**config.mk**
```make
export PLATFORM = sky130hd
export DESIGN_NAME = counter_up_mod
export DESIGN_NICKNAME = d
export VERILOG_FILES = /design/src/rtl/counter_up_mod.sv
export SDC_FILE = /design/constraint.sdc
export NUM_CORES = 1
export LEC_CHECK = 0
export CORE_ASPECT_RATIO = 0.7
export CORE_MARGIN = 10
export CORE_UTILIZATION = 46
export DETAILED_ROUTE_END_ITERATION = 6
export GPL_TIMING_DRIVEN = 0
export PLACE_DENSITY = 0.79
export SETUP_SLACK_MARGIN = 0.3
export SYNTH_ARGS = -nofsm -noshare
export SYNTH_HDL_FRONTEND = slang
export SYNTH_SLANG_ARGS = --single-unit
```
**constraint.sdc**
```tcl
create_clock -name clk -period 2.4 [get_ports clk]
set_input_delay 0.24 -clock clk [delete_from_list [all_inputs] [get_ports clk]]
set_output_delay 0.24 -clock clk [all_outputs]
set_load 0.03 [all_outputs]
```
**src/rtl/counter_up_mod.sv**
```systemverilog
// Programmable-modulus up counter with one-shot / continuous run control.
// Emits a registered terminal-count pulse and a saturating wrap tally.
module counter_up_mod #(
  parameter int N = 8
) (
  input  logic         clk,
  input  logic         reset,
  input  logic         ena,
  input  logic         start,
  input  logic         stop,
  input  logic         oneshot,
  input  logic         load,
  input  logic [N-1:0] load_val,
  input  logic [N-1:0] max_val,
  output logic [N-1:0] result,
  output logic         tc,
  output logic         busy,
  output logic         done,
  output logic [N-1:0] wraps
);

  typedef enum logic [1:0] {
    IDLE  = 2'd0,
    COUNT = 2'd1,
    DONE  = 2'd2
  } state_t;

  localparam logic [N-1:0] ALL_ONES = '1;

  state_t       state_q;
  state_t       state_d;
  logic [N-1:0] result_d;
  logic [N-1:0] wraps_d;
  logic         tc_d;
  logic         mode_q;
  logic         mode_d;
  logic         at_max;
  logic         wrap_sat;
  logic         counting;

  assign at_max   = (result == max_val);
  assign wrap_sat = (wraps == ALL_ONES);
  assign counting = (state_q == COUNT) && ena;

  always_ff @(posedge clk) begin
    if (reset) begin
      state_q <= IDLE;
      result  <= '0;
      tc      <= 1'b0;
      wraps   <= '0;
      mode_q  <= 1'b0;
    end else begin
      state_q <= state_d;
      result  <= result_d;
      tc      <= tc_d;
      wraps   <= wraps_d;
      mode_q  <= mode_d;
    end
  end

  // Controls overlap, so first match wins: load > stop > start > count.
  always_comb begin
    state_d  = state_q;
    result_d = result;
    wraps_d  = wraps;
    mode_d   = mode_q;
    tc_d     = 1'b0;
    priority case (1'b1)
      load: begin
        result_d = load_val;
      end
      stop: begin
        state_d = IDLE;
      end
      start: begin
        state_d  = COUNT;
        result_d = '0;
        wraps_d  = '0;
        mode_d   = oneshot;
      end
      default: begin
        if (counting) begin
          if (at_max) begin
            tc_d = 1'b1;
            if (mode_q) begin
              state_d = DONE;
            end else begin
              result_d = '0;
              if (!wrap_sat) begin
                wraps_d = wraps + 1'b1;
              end
            end
          end else begin
            // Above max_val the natural 2^N rollover is silent.
            result_d = result + 1'b1;
          end
        end
      end
    endcase
  end

  assign busy = (state_q == COUNT);
  assign done = (state_q == DONE);

endmodule

```
==> summary.md <==
| Metric | Value |
|---|---|
| Worst path slowest cell | `clkdlybuf4s50_1` |
| Most frequent cells in the layout | `clkdlybuf4s50_1 (39), nand2_1 (17), dfxtp_1 (15)` |
| Slew headroom | `57.1%` |
| Diodes inserted | `0` |
| Area delta synth->final | `42.1%` |
| Routability cong. | `0.848` |
| Worst R2R Path Depth | `6` |
| Max cap viols | `0` |
| Placed Cells | `239` |
| Clock latency on the worst-skew pair | `260 ps` |
| Root Driver | `clkbuf_8` |
| Row count | `16` |
| Final HPWL DP | `3180 um` |
| Initial Utilization | `47.8%` |
| Slew Limit Fails | `0` |
| CP Cell Sequence | `clkdlybuf4s50_1 > xnor2_2 > and4_1 > clkbuf_1 > nand3_1 > nor3_1 > o221a_2` |
| Worst Setup End Kind | `flop` |
| Min-Delay Path Class | `in -> reg` |
| WL per Instance | `16.5 um` |
| Number of nets in the layout | `235` |
| Drt pass-1 iters | `4` |
| Number of global-route vias before repair | `1408` |
| Outcome | `finished, final reports clean` |
| Slew @ Worst Pin | `640 ps` |
| Non-Filler Instances | `245` |
| Count of input and output buffers | `39` |
| CTS clk-pin slew, worst paths | `70 ps` |
| Unrepaired setup endpoints after global routing | `false` |
| Synth Warn # | `0` |
| Syn Inst Count | `164` |
| Crit Path Max Fanout | `8` |
| Via count | `1477` |
| Most common cell after layout, fill and taps aside | `clkdlybuf4s50_1` |
| Fmax achieved | `498 MHz` |
| Power Density | `423 mW/mm^2` |
| Post-Route WL | `4040 um` |
| TNS Setup | `0 ps` |
| ANT nets after route | `0` |
| Placed Instance Area | `0.00176 sq mm` |
| Die width | `84.1 um` |
| Global route overflow | `0` |
| Unique masters post-synth | `43` |
| R2R Setup Slk | `430 ps` |
| Max rail drop VDD | `336 uV` |
| Pin count of the biggest net entering global routing | `12` |
| Sequential fraction of the synthesis area | `30.3%` |
| CP max stage delay | `450 ps` |
| Minimum clock period | `2010 ps` |
| CTS buffer count | `3` |
| Layout cell share with drive strength beyond 1 | `13.4%` |
| Mapped Area | `0.00132 sq mm` |
| Synth Area per Inst | `8.06 sq um` |
| Fin crit share | `83.7%` |
| End of the critical path | `state_q[1]` |
| Critical Path AT | `2220 ps` |
| Sink Count | `20` |
| First-pass GRT wire length | `6630 um` |
| Final instance area | `0.00188 sq mm` |
| Clk buf depth | `2` |
| Syn nets | `189` |
| Clock skew | `2.47 ps` |
| P_leak | `0.660 nW` |
| Remaining DRCs | `0` |
| Tot GR Track Use | `14.0%` |
| H-tree depth | `1` |
| Reg-to-Reg Start | `result[1]` |
| Initial antenna violation count | `0` |
| CTS tree | `built` |
| Die Y | `64.8 um` |
| FF+latch count, synth | `20` |
| Num ports | `42` |
| CP Launch Type | `primary input` |
| CP Launch Point | `max_val[7]` |
| Drt via density | `6.03` |
| Area of the die | `0.00545 sq mm` |
| Crit Path Category | `in -> reg` |
| Initial DRC Count | `131` |
| Core box area | `0.00276 sq mm` |
| Reg-to-Reg End | `state_q[1]` |
| Required time of the critical path | `2610 ps` |
| Min-delay src | `start` |
| Setup Viol. Count Final | `0` |
| Fillers | `233` |
| Fin. Hold Viols | `0` |
report_power, final:
group | internal (mW) | switching [mW] | leakage (nW)
sequential | 0.342 | 0.0161 | 0.165
combinational | 0.0854 | 0.0902 | 0.467
clock | 0.146 | 0.114 | 0.0288
synth_stat cells:
| library cell | instances | area share, % |
|---|---|---|
| o41ai_1 | 1 | 0.66 |
| buf_6 | 1 | 0.85 |
| a211oi_1 | 2 | 1.1 |
| o211ai_1 | 4 | 2.3 |
| xnor2_1 | 8 | 5.3 |
| nor4b_2 | 1 | 1.1 |
| nand3_1 | 9 | 3.4 |
| o32ai_1 | 1 | 0.66 |
| nand4_2 | 1 | 0.95 |
| a32o_1 | 6 | 4.5 |
| ha_1 | 2 | 1.9 |
| nand3b_1 | 1 | 0.57 |
| nand4_1 | 2 | 0.95 |
| o221a_2 | 1 | 0.85 |
| and3_4 | 1 | 0.85 |
| nor4bb_1 | 1 | 0.76 |
| nor4_1 | 1 | 0.47 |
| nand2b_1 | 1 | 0.47 |
| a21oi_1 | 9 | 3.4 |
| a31o_2 | 1 | 0.66 |
| a32oi_1 | 1 | 0.66 |
| nand2_1 | 17 | 4.8 |
| mux2i_1 | 1 | 0.76 |
| nor3_1 | 7 | 2.7 |
| a21boi_0 | 1 | 0.57 |
| nor2b_1 | 2 | 0.95 |
| or2_2 | 4 | 1.9 |
| o21ai_1 | 1 | 0.38 |
| clkbuf_1 | 5 | 1.4 |
| and3_1 | 5 | 2.4 |
| or4_4 | 1 | 0.85 |
| a311oi_1 | 1 | 0.66 |
| a21boi_1 | 1 | 0.57 |
| o311a_1 | 1 | 0.76 |
| a221o_1 | 3 | 2.3 |
| mux2_2 | 1 | 0.85 |
| nor2_1 | 14 | 4.0 |
| dfxtp_1 | 20 | 30 |
| o31ai_1 | 10 | 5.7 |
| o21ai_0 | 5 | 1.9 |
| o2111a_1 | 1 | 0.85 |
| and4_1 | 2 | 1.3 |
| inv_1 | 6 | 1.7 |
state kept, by name, indices dropped and copies added (netlist names):
signal / flops
result: 8
state_q: 2
tc: 1
mode_q: 1
wraps: 8
worst min-delay path by stage:
stage	end	cells after the start
floorplan	result[1]	1
global placement	wraps[3]	2
finish	state_q[1]	3
detailed placement	wraps[3]	2
CTS	state_q[0]	3
global route	state_q[1]	3
layout make-up:
cell class,instances,area (sq um),area share (%)
Buffer,6,30.0,1.60
Clock buffer,4,55.1,2.93
Timing Repair Buffer,41,405,21.6
Tap cell,36,45.0,2.40
Multi-Input combinational cell,132,913,48.6
Inverter,6,22.5,1.20
Sequential cell,20,407,21.7
kinds of logic (layout without fill, tap and decap cells):
group,count (synthesis),in the layout,share of synthesized area [%]
AOI/OAI and AO/OA,50,50,28.5
xor gates and xnor gates,8,8,5.30
adders and majority gates,2,2,1.89
buffers and inverters,12,57,3.98
DFF,20,20,30.3
muxes,2,2,1.61
and+or+nand+nor,70,70,28.4
metal layers:
metal  routed length [um]  share of wire (%)  vias to the layer above  track usage, %
met2                 1780                 44                       64            20.8
met1                 1890                 47                      687            19.2
met5                    0                  0                        -               0
met4                   16               0.40                        0            1.88
met3                  350                8.7                        4            4.74
li1                     -                  -                      722               -
critical path: cells and delay by family:
family / cells / cell delay, ps
AO/OA/AOI/OAI: 1 / 230
AND/OR/NAND/NOR: 3 / 770
buffers and inverters: 2 / 740
XOR/XNOR: 1 / 240
stage by stage:
| step | utilization [%] | power [mW] | setup slack (ps) | hold WS [ps] |
|---|---|---|---|---|
| 4_1_cts | 65.7 | 0.784 | 320 | 529 |
| 6_report | 68.0 | 0.794 | 390 | 528 |
| 3_5_place_dp | 63.6 | 0.527 | 54.3 | 531 |
| 3_3_place_gp | 63.6 | 0.523 | 70.4 | 519 |
| 2_1_floorplan | - | 0.452 | 314 | 312 |
| 5_1_grt | 68.0 | 0.822 | 291 | 560 |
timing repair:
| item | 4_1_cts | 5_1_grt |
|---|---|---|
| setup buffers | 0 | 2 |
| gates resized for setup | 2 | 9 |
| hold buffers | 0 | 0 |
| pin swaps | 0 | 4 |
| setup endpoints to repair | 4 | 11 |
No activity file was read; power rests on OpenSTA's default activity.
